<file path="src/rtl/lc_semi_dec_pipe.sv">
// Clocked semi-decoupled four-phase latch pipeline.
// STAGES bundled-data latch stages in a chain; each stage times its bundling
// delay with a small counter, captures WIDTH bits, and handshakes four-phase on
// both sides. Occupancy and sticky protocol-error flags are reported alongside.
module lc_semi_dec_pipe #(
  parameter int WIDTH  = 32,
  parameter int STAGES = 2,
  parameter int DELAY  = 3
) (
  input  logic                          clk,
  input  logic                          rst,
  input  logic                          ri,
  output logic                          ai,
  input  logic [WIDTH-1:0]              di,
  output logic                          ro,
  input  logic                          ao,
  output logic [WIDTH-1:0]              dout,
  output logic [STAGES-1:0]             l,
  output logic [$clog2(STAGES+1)-1:0]   occ,
  output logic [1:0]                    err
);

  localparam int OW = $clog2(STAGES + 1);
  localparam int CW = (DELAY > 0) ? $clog2(DELAY + 1) : 1;
  localparam logic [CW-1:0] CNT_MAX = CW'(DELAY);

  typedef enum logic [1:0] {S_IDLE, S_WAIT, S_ACK} state_t;

  logic [STAGES-1:0] ri_s, ai_s, ro_s, ao_s, l_s, busy_s, abort_s;
  logic [WIDTH-1:0]  din_s [STAGES];
  logic [WIDTH-1:0]  q_s   [STAGES];
  logic              ao_q;

  // Chain wiring: each stage's request/data come from its predecessor,
  // its acknowledge from its successor.
  always_comb begin
    ri_s[0]  = ri;
    din_s[0] = di;
    for (int unsigned k = 1; k < STAGES; k++) begin
      ri_s[k]  = ro_s[k-1];
      din_s[k] = q_s[k-1];
    end
    ao_s[STAGES-1] = ao;
    for (int unsigned k = 0; k + 1 < STAGES; k++) begin
      ao_s[k] = ai_s[k+1];
    end
  end

  for (genvar k = 0; k < STAGES; k++) begin : g_stage
    state_t           st;
    logic [CW-1:0]    cnt;
    logic             ai_r, ro_r, l_r, busy_r;
    logic [WIDTH-1:0] q_r;
    logic             out_free, cap;

    // Out-free needs both request and acknowledge of the last token low.
    assign out_free = !ro_r && !ao_s[k];

    // Capture decision: immediate from IDLE with zero delay, else at end of WAIT.
    always_comb begin
      cap = 1'b0;
      case (st)
        S_IDLE:  cap = ri_s[k] && out_free && (DELAY == 0);
        S_WAIT:  cap = ri_s[k] && out_free && (cnt == CNT_MAX);
        default: cap = 1'b0;
      endcase
    end

    assign abort_s[k] = (st == S_WAIT) && !ri_s[k];

    // Stage controller: in-side FSM, out-side request, occupancy flag, latch.
    always_ff @(posedge clk or posedge rst) begin
      if (rst) begin
        st     <= S_IDLE;
        cnt    <= '0;
        ai_r   <= 1'b0;
        ro_r   <= 1'b0;
        l_r    <= 1'b0;
        busy_r <= 1'b0;
        q_r    <= '0;
      end else begin
        l_r <= cap;
        if (cap) begin
          q_r    <= din_s[k];
          ai_r   <= 1'b1;
          ro_r   <= 1'b1;
          busy_r <= 1'b1;
          st     <= S_ACK;
          cnt    <= '0;
        end else begin
          if (ro_r && ao_s[k]) ro_r <= 1'b0;
          if (!ro_r && !ao_s[k]) busy_r <= 1'b0;
          case (st)
            S_IDLE: if (ri_s[k] && out_free) begin
              st  <= S_WAIT;
              cnt <= CW'(1);
            end
            S_WAIT: if (!ri_s[k]) begin
              st  <= S_IDLE;
              cnt <= '0;
            end else if (cnt < CNT_MAX) begin
              cnt <= cnt + 1'b1;
            end
            S_ACK: if (!ri_s[k]) begin
              ai_r <= 1'b0;
              st   <= S_IDLE;
            end
            default: st <= S_IDLE;
          endcase
        end
      end
    end

    assign ai_s[k]   = ai_r;
    assign ro_s[k]   = ro_r;
    assign l_s[k]    = l_r;
    assign busy_s[k] = busy_r;
    assign q_s[k]    = q_r;
  end

  // Sticky protocol errors: early request withdrawal, unsolicited acknowledge.
  always_ff @(posedge clk or posedge rst) begin
    if (rst) begin
      err  <= '0;
      ao_q <= 1'b0;
    end else begin
      ao_q <= ao;
      if (|abort_s) err[0] <= 1'b1;
      if (ao && !ro_s[STAGES-1] && !ao_q) err[1] <= 1'b1;
    end
  end

  // Occupancy: stages whose token has not finished its out-side handshake.
  always_comb begin
    occ = '0;
    for (int unsigned k = 0; k < STAGES; k++) begin
      occ = occ + OW'(busy_s[k]);
    end
  end

  assign ai   = ai_s[0];
  assign ro   = ro_s[STAGES-1];
  assign dout = q_s[STAGES-1];
  assign l    = l_s;

endmodule

</file>
<file path="config.mk">
export PLATFORM = sky130hd
export DESIGN_NAME = lc_semi_dec_pipe
export DESIGN_NICKNAME = d
export VERILOG_FILES = /design/src/rtl/lc_semi_dec_pipe.sv
export SDC_FILE = /design/constraint.sdc
export NUM_CORES = 1
export LEC_CHECK = 0
export BUFFER_PORTS_ARGS = -buffer_cell sky130_fd_sc_hd__buf_4
export CAP_MARGIN = 20
export CORE_MARGIN = 1.5
export CORE_UTILIZATION = 48
export CTS_CLUSTER_SIZE = 28
export DETAILED_ROUTE_END_ITERATION = 8
export PLACE_DENSITY = 0.8
export SETUP_SLACK_MARGIN = 0.1
export SKIP_CTS_REPAIR_TIMING = 1
export SLEW_MARGIN = 0
export SYNTH_ARGS = -nofsm -noshare
export SYNTH_HDL_FRONTEND = slang
export SYNTH_SLANG_ARGS = --single-unit
</file>
<file path="constraint.sdc">
create_clock -name clk -period 2.05 [get_ports clk]
set_input_delay 0.1025 -clock clk [delete_from_list [all_inputs] [get_ports clk]]
set_output_delay 0.1025 -clock clk [all_outputs]
set_load 0.01 [all_outputs]
</file>
==> summary.txt <==
Synth top cells by count - 83 x dfrtp_1, 53 x mux2_2, 15 x inv_1, 14 x o21ai_0, 10 x mux2_4
largest area contributor in the netlist - dfrtp_1
die footprint - 7780 um^2
combinational share of power - 17.4%
GRT Total Usage - 17.1%
Switching Share - 25.3%
Detailed Route Iter0 Violations - 121
Max Slew Vio Count - 0
Switching Power - 0.00105 W
Area growth, synth to finish - 35.4%
post-synthesis cell count - 242
RSZ-0062 raised after global routing - no
Final Setup Violations - 0
largest net degree at the start of global routing - 84
PortBufs - 75
reg-to-reg setup timing slack - 0.22 ns
CP max FO - 29
vias in the first global route - 2149
die height - 88.2 um
Final Critical Period - 1.83 ns
count leader, synth - dfrtp_1
Req. time, crit path - 2.28 ns
number of antenna violations at the first check in global routing - 0
mean routed wirelength per cell - 14.6 um
syn_nets - 287
Post-synth EDFFs - 0
area of the mapped netlist - 3490 um^2
CP arrival - 2.06 ns
Reg2Reg Depth - 5
HPWL after DPL - 4.27 mm
Setup Skew - 0.0158 ns
sequential area share after synthesis - 59.6%
clock latency on the worst-skew pair - 0.35 ns
ANT cells - 0
synth top area cells - dfrtp_1 60%, mux2_2 17%, mux2_4 4.3%
CTS HTree Levels - 3
Num CTS Buffers - 9
initial core utilization - 50.5%
Placement Rows - 30
layout cell share with drive strength beyond 1 - 46.7%
total number of clock tree sinks - 83
first-pass GRT wire length - 9.95 mm
Slew headroom - 70.3%
CTS clock-pin slew for the worst setup and hold paths - 0.08 ns
DR vias/cell - 4.99
DRC Markers - 0
setup_tns - 0 ns
maximum clock rate - 546 MHz
Root Buffer - clkbuf_8
status - complete, no violations
1st-pass router iterations - 4
Yosys warning count - 0
CP Launch Type - register
reg2reg start - g_stage[1].st[1]$_DFFE_PP0P_
internal power - 0.00312 W
CTS max path bufs - 2
Power Dens Cells - 883 nW/um^2
fin crit share - 89.3%
area post-placement - 4130 um^2
Hold Startpoint - ri
flops & latches, synth - 83
Hold Crit Class - in -> reg
Layout Nets - 400
Crit. Startpoint - g_stage[1].st[1]$_DFFE_PP0P_
Reg power frac - 48.5%
Max VDD drop - 0.000659 V
Final Wtd Congestion - 0.780
Primary FF master, synth - dfrtp_1
DR vias - 2276
synth unique cells - 39
IO Count - 76
TritonCTS clock tree - done
Final Hold Vio Count - 0
Core Region - 6910 um^2
post-synth top area share - 59.6%
max-cap viol count - 0
Clock Power Share - 34.1%
Seq. cell area - 2080 um^2
Crit. End Element - register
worst hold path depth - 2
die width - 88.2 um
final instance area - 4720 um^2
Post-synth ARST share - 100%
final wirelength - 6.66 mm
GRT overflow - 0
post-route ant nets - 0
# fillers - 516
area of the multi-input gates - 1240 um^2
Avg Inst Size Synth - 14.4 um^2
worst-margin pin slew - 0.446 ns
WS Path Type - reg -> reg
Leak - 2.43 nW
==> critical path: stages, from the launching register on <==
cell and delay, ns:
dfrtp_1 0.38, inv_1 0.09, ha_1 0.32, nand4_4 0.15, inv_4 0.36, mux2_2 0.40
==> registers in the layout (all words and copies together), names as in the netlist <==
| signal | cells |
|---|---|
| g_stage.st | 4 |
| ao_q | 1 |
| err | 2 |
| dout | 32 |
| g_stage.busy_r | 2 |
| ro | 1 |
| g_stage.q_r | 32 |
| g_stage.l_r | 2 |
| ai | 1 |
| g_stage.ai_r | 1 |
| g_stage.cnt | 4 |
| g_stage.ro_r | 1 |
==> cell usage in the layout (no fill, tap or decap), drive strengths merged, types with 3 or more instances in the layout <==
cell         instances
inv                 16
a31oi                4
clkinv               3
clkbuf              10
dlygate4sd3         34
dfrtp               83
o21ai               14
a21oi                7
nand4                3
nand2                6
bufinv               3
nor2                 3
mux2                64
ha                   9
buf                 80
==> stage by stage <==
stage / total power [W] / hold WS [ns] / cells / worst slack (ns) / util [%]
floorplan: 0.00253 / 0.134 / 242 / 0.355 / -
global placement: 0.00267 / 0.262 / 406 / 0.287 / 59.8
detailed placement: 0.00272 / 0.267 / 406 / 0.222 / 59.8
CTS: 0.00415 / -0.111 / 422 / 0.212 / 63.4
global route: 0.00438 / 0.0685 / 456 / 0.101 / 68.4
finish: 0.00417 / 0.0677 / 456 / 0.219 / 68.4
==> power by group through the flow <==
| stage | clock [W] | sequential (W) | combinational [W] |
|---|---|---|---|
| after floorplan | 0 | 0.00201 | 0.000517 |
| final | 0.00142 | 0.00202 | 0.000724 |
| after detailed placement | 0 | 0.00205 | 0.000671 |
| after global placement | 0 | 0.00203 | 0.000637 |
| after global routing | 0.00151 | 0.00206 | 0.000808 |
| after CTS | 0.00145 | 0.00202 | 0.000674 |
==> path summary, 6_finish.rpt <==
kind                                                 endpoint
worst max-delay path                     dout[26]$_DFFE_PP0P_
worst min-delay path                       err[0]$_DFFE_PP0P_
worst max register to register           dout[26]$_DFFE_PP0P_
worst min register to register  g_stage[1].cnt[1]$_DFFE_PP0P_
max in group asynchronous        g_stage[1].st[0]$_DFFE_PP0P_
min in group asynchronous                dout[22]$_DFFE_PP0P_
==> logic make-up (layout without fill, tap and decap cells) <==
family | count (synthesis) | after routing | share of synthesized area (%)
flip-flops | 83 | 83 | 59.6
adder cells (fa/ha/maj) | 9 | 9 | 3.23
AO/OA/AOI/OAI | 35 | 35 | 6.10
buffers and inverters | 29 | 147 | 4.92
AND/OR/NAND/NOR | 22 | 22 | 4.42
multiplexers | 64 | 64 | 21.8
==> layer usage <==
layer | wire length, um | track usage (%)
met2 | 3300 | 26.0
met1 | 3020 | 22.6
met3 | 230 | 5.50
met5 | 0 | 0
met4 | 115 | 7.53
==> final cells by class <==
class	instances	share of cell area, %
Timing Repair Buffer	114	20.5
Inverter	17	1.48
Clock inverter	6	2.39
Sequential cell	83	44.0
Tap cell	96	2.54
Clock buffer	10	2.92
Multi-Input combinational cell	130	26.2
Power figures use the tool's default switching activity.
